**src/rtl/keypad_scan.sv**
```systemverilog
// keypad_scan: 4x4 keypad column scanner with 2-flop row sync and frame-based debounce.
// Optional KEYPAD_GHOST_REJECT_EN: frames with more than one key become MULTI instead of lowest-index KEY.
module keypad_scan #(
    parameter int SCAN_DIV        = 1000,
    parameter int DEBOUNCE_FRAMES = 4
) (
    input  logic       CLK,
    input  logic       RST_N,
    input  logic       R3,
    input  logic       R2,
    input  logic       R1,
    input  logic       R0,
    output logic [3:0] C,
    output logic       keypress,
    output logic [4:0] keystat
);
    localparam int DW = $clog2(SCAN_DIV);
    localparam int CW = $clog2(DEBOUNCE_FRAMES + 1);
    localparam logic [4:0] KEY_MAP [16] = '{
        5'h01, 5'h02, 5'h03, 5'h0A,
        5'h04, 5'h05, 5'h06, 5'h0B,
        5'h07, 5'h08, 5'h09, 5'h0C,
        5'h0E, 5'h00, 5'h0F, 5'h0D
    };
    typedef enum logic [1:0] {IDLE, PRESS_CHK, HELD, REL_CHK} state_t;
    state_t          state_q, state_d;
    logic [3:0]      meta_q, meta_d, sync_q, sync_d;
    logic [DW-1:0]   div_q, div_d;
    logic [1:0]      col_q, col_d;
    logic [15:0]     hit_q, hit_d, hit_now, sample;
    logic [CW-1:0]   cnt_q, cnt_d, cnt_inc;
    logic [4:0]      cand_q, cand_d, stat_q, stat_d, key_code;
    logic            press_q, press_d;
    logic            slot_end, frame_end, is_key, match;
    logic [3:0]      key_idx;
    always_comb begin
        meta_d    = {R3, R2, R1, R0};
        sync_d    = meta_q;
        slot_end  = div_q == DW'(SCAN_DIV - 1);
        frame_end = slot_end && col_q == 2'd3;
        div_d     = slot_end ? '0 : div_q + 1'b1;
        col_d     = slot_end ? col_q + 1'b1 : col_q;
        // Bit r*4+c of the hit map marks key (row r, column c) seen low this frame.
        sample    = {{4{~sync_q[3]}}, {4{~sync_q[2]}}, {4{~sync_q[1]}}, {4{~sync_q[0]}}}
                    & {4{4'b0001 << col_q}};
        hit_now   = hit_q | (slot_end ? sample : '0);
        hit_d     = frame_end ? '0 : hit_now;
        key_idx   = '0;
        for (int i = 15; i >= 0; i--)
            if (hit_now[i]) key_idx = 4'(i);
        key_code  = KEY_MAP[key_idx];
`ifdef KEYPAD_GHOST_REJECT_EN
        is_key    = hit_now != '0 && (hit_now & (hit_now - 1'b1)) == '0;
`else
        is_key    = hit_now != '0;
`endif
        match     = is_key && key_code == cand_q;
        cnt_inc   = cnt_q == CW'(DEBOUNCE_FRAMES) ? cnt_q : cnt_q + 1'b1;
        state_d   = state_q;
        cnt_d     = cnt_q;
        cand_d    = cand_q;
        stat_d    = stat_q;
        press_d   = press_q;
        if (frame_end) begin
            case (state_q)
                IDLE: if (is_key) begin
                    cand_d  = key_code;
                    cnt_d   = CW'(1);
                    state_d = DEBOUNCE_FRAMES <= 1 ? HELD : PRESS_CHK;
                    stat_d  = DEBOUNCE_FRAMES <= 1 ? key_code : stat_q;
                    press_d = DEBOUNCE_FRAMES <= 1;
                end
                PRESS_CHK: if (match) begin
                    cnt_d   = cnt_inc;
                    state_d = cnt_inc == CW'(DEBOUNCE_FRAMES) ? HELD : PRESS_CHK;
                    stat_d  = cnt_inc == CW'(DEBOUNCE_FRAMES) ? cand_q : stat_q;
                    press_d = cnt_inc == CW'(DEBOUNCE_FRAMES);
                end else begin
                    cnt_d   = '0;
                    state_d = IDLE;
                end
                HELD: if (!match) begin
                    cnt_d   = CW'(1);
                    state_d = DEBOUNCE_FRAMES <= 1 ? IDLE : REL_CHK;
                    stat_d  = DEBOUNCE_FRAMES <= 1 ? 5'h10 : stat_q;
                    press_d = DEBOUNCE_FRAMES > 1;
                end
                default: if (match) begin
                    state_d = HELD;
                end else begin
                    cnt_d   = cnt_inc;
                    state_d = cnt_inc == CW'(DEBOUNCE_FRAMES) ? IDLE : REL_CHK;
                    stat_d  = cnt_inc == CW'(DEBOUNCE_FRAMES) ? 5'h10 : stat_q;
                    press_d = cnt_inc != CW'(DEBOUNCE_FRAMES);
                end
            endcase
        end
    end
    always_ff @(posedge CLK) begin
        if (!RST_N) begin
            meta_q  <= 4'hF;
            sync_q  <= 4'hF;
            div_q   <= '0;
            col_q   <= '0;
            hit_q   <= '0;
            state_q <= IDLE;
            cnt_q   <= '0;
            cand_q  <= '0;
            stat_q  <= 5'h10;
            press_q <= 1'b0;
        end else begin
            meta_q  <= meta_d;
            sync_q  <= sync_d;
            div_q   <= div_d;
            col_q   <= col_d;
            hit_q   <= hit_d;
            state_q <= state_d;
            cnt_q   <= cnt_d;
            cand_q  <= cand_d;
            stat_q  <= stat_d;
            press_q <= press_d;
        end
    end
    assign C        = ~(4'b0001 << col_q);
    assign keypress = press_q;
    assign keystat  = stat_q;
endmodule

```
**config.mk**
```make
export PLATFORM = sky130hd
export DESIGN_NAME = keypad_scan
export DESIGN_NICKNAME = d
export VERILOG_FILES = /design/src/rtl/keypad_scan.sv
export SDC_FILE = /design/constraint.sdc
export NUM_CORES = 1
export LEC_CHECK = 0
export CORE_MARGIN = 2
export CORE_UTILIZATION = 50
export CTS_CLUSTER_DIAMETER = 80
export CTS_CLUSTER_SIZE = 24
export DETAILED_ROUTE_END_ITERATION = 10
export HOLD_SLACK_MARGIN = 0.03
export PLACE_DENSITY = 0.71
export SYNTH_ARGS = -nofsm -noshare
export SYNTH_HDL_FRONTEND = slang
export SYNTH_SLANG_ARGS = --single-unit
```
**constraint.sdc**
```tcl
create_clock -name CLK -period 4.2 [get_ports CLK]
set_input_delay 0.42 -clock CLK [delete_from_list [all_inputs] [get_ports CLK]]
set_output_delay 0.42 -clock CLK [all_outputs]
set_load 0.02 [all_outputs]
```
# After elaboration in Yosys (flattened, before gate mapping)
# Memories as Yosys holds them, arrays and structs flattened.
# Cells that the tools add are included.
[word_totals]
ff_bits = 52
mem_bits_ro = 80
out_inout_bits = 10
n_memories = 1
[op_classes]
addsub = 3
magnitude_cmp = 1
eq_ne = 13
shift = 1
mux = 42
bitwise_logic = 10
reduce_logical = 12
[mem_list]
columns = ["name", "words", "width", "rd", "rd_ports_with_merged_regs", "write_ports", "line", "source"]
rows = [
  ["(no name shown)", 16, 5, 1, 0, 0, "51", "key_code = KEY_MAP[key_idx];"],
]
[ops]
columns = ["operator", "count"]
rows = [
  ["$mux 4", 16],
  ["$mux 5", 6],
  ["$and 16x16->16", 1],
  ["$mux 16", 1],
  ["$or 16x16->16", 1],
  ["$reduce_bool 16->1", 1],
  ["$mux 3", 5],
  ["$mux 2", 6],
  ["$add 10x1->10 const B", 1],
  ["$eq 10x10->1 const B", 1],
  ["$pmux 5 s2", 1],
  ["$reduce_and 5->1", 2],
  ["$pmux 3 s3", 1],
  ["$eq 3x3->1 const B", 2],
  ["$ne 2x2->1 const B", 3],
  ["$not 1->1", 6],
  ["$pmux 2 s3", 1],
  ["$reduce_and 3->1", 2],
  ["$reduce_or 2->1", 3],
  ["$eq 5x5->1", 1],
  ["$ge 5x5->1 const B", 1],
  ["$not 4->5", 1],
  ["$eq 2x2->1 const B", 2],
  ["$mux 1", 4],
  ["other kinds (12)", 13],
]

# Longest topological paths before layout
[depth]
ltp_word = 28
depth_mapped = 22

# Worst setup path after synthesis
# Ideal clock, no wire load.
[synth_timing]
kind = "register to register"
from = "register col_q[0]"
to = "register cnt_q[0]"
setup_ns = 0.095
t_arrival_ns = 3.942
path_slack_ns = 0.163
path_stages_with_launch = 20
path_buffers = 0
path_cell_list = "dfxtp_1 ha_1 inv_1 o41a_1 a221oi_2 a21o_2 a21bo_1 nand2_1 ha_1 xnor2_1 nand2_1 and3_1 a2111oi_0 and4_1 nand3_1 inv_1 ha_1 nor4_1 or3_1 a221oi_1"
[synth_via]
elab_chain_cells = 28
elab_cells_between_ends = 35
[synth_rtl]
columns = ["element", "line", "source"]
rows = [
  ["from (decl)", "29", "logic [1:0] col_q, col_d;"],
  ["from (signal assigned)", "115", "col_q <= col_d;"],
  ["$shl 1x2->4", "45", "& {4{4'b0001 << col_q}};"],
  ["$and 16x16->16", "45", ""],
  ["$mux 16", "46", "hit_now = hit_q | (slot_end ? sample : '0);"],
  ["$or 16x16->16", "46", ""],
  ["$mux 4 (16 in a row)", "50", "if (hit_now[i]) key_idx = 4'(i);"],
  ["$not 4->5 (implied by the code)", "51", ""],
  ["$mem_v2 16x5", "--", ""],
  ["$mux 5 (implied by the code) (2 in a row)", "51", ""],
  ["$eq 5x5->1", "57", "match = is_key && key_code == cand_q;"],
  ["$logic_and 1x1->1", "57", ""],
  ["$ne 3x1->1 (no source line) (tied with other cells)", "--", ""],
  ["$reduce_and 4->1 (no source line) / $pmux 3 s3 (equally long branches)", "--", ""],
  ["to (signal assigned)", "118", "cnt_q <= cnt_d;"],
  ["to (decl)", "31", "logic [CW-1:0] cnt_q, cnt_d, cnt_inc;"],
]
# Parallel ways exist; a longest one is shown, timed or not. The select of a mux whose other input is x is not followed.
# A chain may end at the register's enable or synchronous reset.

# Worst setup path after layout
[layout_timing]
from = "register div_q[0]"
to = "register cnt_q[0]"
[layout_via]
elab_chain_cells = 27
elab_cells_between_ends = 33
[layout_rtl]
columns = ["element", "line", "source"]
rows = [
  ["from (decl)", "28", "logic [DW-1:0] div_q, div_d;"],
  ["from (signal assigned)", "114", "div_q <= div_d;"],
  ["$eq 10x10->1 *", "39", "slot_end = div_q == DW'(SCAN_DIV - 1);"],
  ["$mux 16", "46", ""],
  ["$or 16x16->16", "46", ""],
  ["$mux 4 (16 in a row)", "50", ""],
  ["$not 4->5 (implied by the code)", "51", ""],
  ["$mem_v2 16x5", "--", ""],
  ["$mux 5 (implied by the code) (2 in a row)", "51", ""],
  ["$eq 5x5->1", "57", ""],
  ["$logic_and 1x1->1", "57", ""],
  ["$ne 3x1->1 (no source line) (tied with other cells)", "--", ""],
  ["$reduce_and 4->1 (no source line) / $pmux 3 s3 (equally long branches)", "--", ""],
]
# Mark *: on every way between the ends. The rest lies on a longest branch, timed or not. The select of a mux whose other input is x is not followed.

==> implementation parameters <==
Parameter                              Value

Timing
  Total negative setup slack ... 0 ns
  Worst Max-Slew Pin Slew ... 0.852 ns
  Slew margin rel. ... 0.431
  Clock Skews ... 0.00622 ns
  Max Freq ... 247 MHz
  Portion of the clock cycle consumed by the worst path in the final layout ... 0.962
  Count of final setup violators ... 0
  Final period demand of the worst path ... 4.04 ns
  Post-layout worst setup margin ... 0.158 ns
  Final Slew Violations ... 0
  Total count of hold-check failures in the final report ... 0

Detailed routing
  DRC errors left ... 0
  ANT nets after route ... 0
  1st-iter DRT viols ... roughly 190
  Number of vias after detailed routing ... 2878
  DR vias/cell ... 6.05
  WL per Instance ... 16.3 um
  Total wirelength of the detailed-routed design ... around 7.8 mm
  Number of optimization iterations in the first detailed-route pass ... 4

Worst hold path
  End point of the worst hold path ... sync_q[0]$_SDFF_PN1_
  Hold depth ... 1
  Hold path startpoint ... meta_q[0]$_SDFF_PN1_
  Worst min-delay path class ... reg2reg

Logic synthesis
  Most frequently used cell type in the post-synthesis netlist ... sky130_fd_sc_hd__dfxtp_1
  Net count after synthesis ... between 300 and 400
  Share of the synthesized area in compound gates (AO/OA/AOI/OAI) ... 0.246
  Synth area leader ... sky130_fd_sc_hd__dfxtp_1
  Yosys warnings ... 0
  Leading cell types by total area after synthesis ... sky130_fd_sc_hd__dfxtp_1 34%, sky130_fd_sc_hd__nor2_1 6.3%, sky130_fd_sc_hd__ha_1 4.2%
  Mean area per synthesized cell ... 8.36 um^2
  Ranking of synthesized cells by instance count ... 51 x sky130_fd_sc_hd__dfxtp_1, 50 x sky130_fd_sc_hd__nor2_1, 24 x sky130_fd_sc_hd__nand2_1, 22 x sky130_fd_sc_hd__a21oi_1, 19 x sky130_fd_sc_hd__inv_1
  Synth Area in XOR/XNOR ... 0.0324
  Share of synthesized area occupied by flip-flops and latches ... 0.343
  Flop and latch count out of synthesis ... 51
  Cell variety after synth ... 75
  Post-synth design cell area ... 2980 um^2
  Number of enable flip-flop cells after synthesis ... 0
  Most frequently used flop master after synthesis ... sky130_fd_sc_hd__dfxtp_1
  Post-synthesis simple-gate area fraction ... 0.281
  Mux share of post-synthesis cell area ... 0.0105
  Top-area cell type share of the netlist area ... 0.343
  FFs w/ async S/R, synth ... 0
  Synthesized instance count ... 356
  Largest family of logic cells by synthesized area ... simple AND/OR/NAND/NOR gates
  Post-synthesis adder-cell area fraction ... 0.0421

Global routing
  GR Util All Layers ... 0.229
  Residual overflow from global routing ... 0
  Maximum number of pins on one net before global-route repair ... 25
  Vias in the first global route ... 2484
  Global-route wire length before repair ... roughly 12 mm
  Antenna violations before repair ... 0

Power
  Peak supply drop ... 0.000179 V
  Ratio of total power to cell area ... 234 nW/um^2
  Total leakage power ... 1.49 nW

Floorplanning
  Placeable core region ... 5850 um^2
  Num rows ... 28
  Io pins ... 16
  Horizontal die dimension ... 81.1 um
  Chip Height ... 81.1 um
  Initial core utilization ... 0.509
  Area of the die ... 6580 um^2

Critical path
  Destination of the worst register-to-register timing path ... cnt_q[0]$_SDFFE_PN0P_
  Critical path endpoint category ... flip-flop
  Depth of the worst register-to-register path ... 19
  Required time at the endpoint of the critical path ... around 4.4 ns
  Critical path peak fanout ... 4
  Register-to-register setup slack ... 0.16 ns
  Worst flop-to-flop path startpoint ... div_q[0]$_SDFF_PP0_
  WP data arrival ... approximately 4.3 ns
  Crit Path Class ... reg2reg
  Critical Path Start Type ... flip-flop

Clock network
  CTS H-Tree Depth ... 2
  TritonCTS buffer count ... 5
  CTS Sinks ... 51
  Clock insertion delay at the later pin of the skew report ... 0.31 ns
  Number of buffers added to fix hold violations after cts ... 0
  Maximum buffer depth of the clock tree ... 2
  Clock slew seen by the registers of the worst setup and hold paths ... 0.09 ns
  Cell chosen for the clock root ... sky130_fd_sc_hd__clkbuf_8
  Clock tree from TritonCTS ... done

Layout
  Flip-flop and latch area ... slightly above 1000 um^2
  Fill cells ... 491
  Fraction of final layout cells with drive strength greater than 1 ... 0.259
  Number of inserted diodes ... 0
  Area overhead of the layout relative to synthesis ... 26.7%
  Count of nets after finishing ... 416
  Area of the multi-input gates ... 2040 um^2

Placement
  Number of I/O port buffers ... 15
  Weighted congestion at the end of routability-driven global placement ... approximately 0.94
  Pre-CTS setup slack ... 0.0111 ns
  Placed wire-length estimate ... 5.51 mm

Status
  Outcome ... completed

Flow run
  Maximum Capacitance Violations ... 0
==> worst max-delay path: stages (launching register included) <==
cell and delay (ns):
sky130_fd_sc_hd__dfxtp_4 0.38, sky130_fd_sc_hd__ha_4 0.17, sky130_fd_sc_hd__nand2_2 0.12, sky130_fd_sc_hd__o41a_1 0.48, sky130_fd_sc_hd__a221oi_2 0.24, sky130_fd_sc_hd__a21o_2 0.20, sky130_fd_sc_hd__a21bo_1 0.15, sky130_fd_sc_hd__nand2_2 0.07
sky130_fd_sc_hd__ha_2 0.19, sky130_fd_sc_hd__xnor2_1 0.14, sky130_fd_sc_hd__nand2_1 0.07, sky130_fd_sc_hd__and3_1 0.19, sky130_fd_sc_hd__a2111oi_2 0.32, sky130_fd_sc_hd__and4_1 0.25, sky130_fd_sc_hd__nand3_1 0.10, sky130_fd_sc_hd__inv_1 0.08
sky130_fd_sc_hd__ha_2 0.18, sky130_fd_sc_hd__nor4_1 0.05, sky130_fd_sc_hd__or3_1 0.34, sky130_fd_sc_hd__a221oi_2 0.24
==> registers in the layout, indices dropped and copies added, names as in the netlist <==
| register | count |
|---|---|
| col_q | 2 |
| div_q | 10 |
| keypress | 1 |
| sync_q | 4 |
| hit_q | 16 |
| cand_q | 4 |
| cnt_q | 3 |
| state_q | 2 |
| keystat | 5 |
| meta_q | 4 |
==> metrics by stage <==
| stage | cells | power (mW) | hold WS [ns] | area [um^2] | util |
|---|---|---|---|---|---|
| 2_1_floorplan | 356 | 0.517 | 0.386 | 2980 | - |
| 3_3_place_gp | 463 | 0.528 | 0.390 | 3380 | 0.578 |
| 3_5_place_dp | 463 | 0.529 | 0.396 | 3380 | 0.578 |
| 4_1_cts | 472 | 0.881 | 0.417 | 3510 | 0.600 |
| 5_1_grt | 476 | 0.905 | 0.435 | 3770 | 0.644 |
| 6_report | 476 | 0.881 | 0.415 | 3770 | 0.644 |
==> worst max path at each step <==
| stage | endpoint | start | cells past startpoint | slack [ns] |
|---|---|---|---|---|
| detailed placement | cnt_q[0]$_SDFFE_PN0P_ | div_q[0]$_SDFF_PP0_ | 19 | 0.01 |
| global placement | cnt_q[0]$_SDFFE_PN0P_ | col_q[0]$_SDFFE_PN0P_ | 20 | 0.15 |
| global route | cnt_q[0]$_SDFFE_PN0P_ | div_q[0]$_SDFF_PP0_ | 19 | -0.06 |
| finish | cnt_q[0]$_SDFFE_PN0P_ | div_q[0]$_SDFF_PP0_ | 19 | 0.16 |
| floorplan | cnt_q[0]$_SDFFE_PN0P_ | col_q[0]$_SDFFE_PN0P_ | 19 | 0.16 |
| CTS | cnt_q[0]$_SDFFE_PN0P_ | div_q[0]$_SDFF_PP0_ | 19 | 0.03 |
==> where the power goes <==
part | switching (mW) | total [mW] | internal, mW
combinational | 0.0137 | 0.0255 | 0.0118
sequential | 0.00671 | 0.496 | 0.489
clock | 0.167 | 0.360 | 0.193
==> repair_timing <==
action,CTS,global route
endpoints found under the setup margin,1,10
pin swaps,1,6
setup buffers,1,4
gates cloned,0,0
resized for setup,0,53
==> final cells by class <==
type,count,share of cell area
inverters,19,0.0189
multi-input cells,273,0.540
flip-flops and latches,51,0.275
clock inverters,2,0.00929
well taps,75,0.0249
repair buffers,50,0.110
clock buffers,6,0.0219
==> kinds of logic after synthesis <==
kind of cell    after synthesis
fa+ha+maj                    10
compound gates               94
simple gates                155
xor+xnor                     11
mux                           3
buf+inv                      32
flops                        51
==> cells in the final DEF (no fill, tap or decap), types with 4 or more instances in the layout <==
cell type | Yosys | layout
sky130_fd_sc_hd__nand3_1 | 12 | 10
sky130_fd_sc_hd__o21ai_0 | 7 | 7
sky130_fd_sc_hd__dfxtp_2 | 0 | 8
sky130_fd_sc_hd__a31oi_1 | 4 | 4
sky130_fd_sc_hd__a21oi_1 | 22 | 22
sky130_fd_sc_hd__o211ai_1 | 6 | 6
sky130_fd_sc_hd__ha_1 | 10 | 5
sky130_fd_sc_hd__xnor2_1 | 7 | 7
sky130_fd_sc_hd__nor4_1 | 6 | 5
sky130_fd_sc_hd__inv_1 | 19 | 19
sky130_fd_sc_hd__buf_4 | 0 | 35
sky130_fd_sc_hd__nand2b_1 | 11 | 10
sky130_fd_sc_hd__and3_1 | 9 | 8
sky130_fd_sc_hd__a41oi_2 | 1 | 6
sky130_fd_sc_hd__xor2_1 | 4 | 4
sky130_fd_sc_hd__nor3_1 | 10 | 7
sky130_fd_sc_hd__clkdlybuf4s50_1 | 0 | 15
sky130_fd_sc_hd__nor2b_1 | 5 | 5
sky130_fd_sc_hd__nand2_1 | 24 | 22
sky130_fd_sc_hd__nor2_1 | 50 | 49
sky130_fd_sc_hd__clkbuf_8 | 0 | 6
sky130_fd_sc_hd__dfxtp_1 | 51 | 41
==> routing by layer <==
layer | vias to the layer above | global-route usage | wire length [um]
met5 | - | 0 | 0
li1 | 1389 | - | -
met3 | 23 | 0.0467 | 471
met2 | 97 | 0.362 | 3670
met1 | 1369 | 0.306 | 3400
met4 | 0 | 0.0915 | 221
Power figures use the tool's default switching activity.
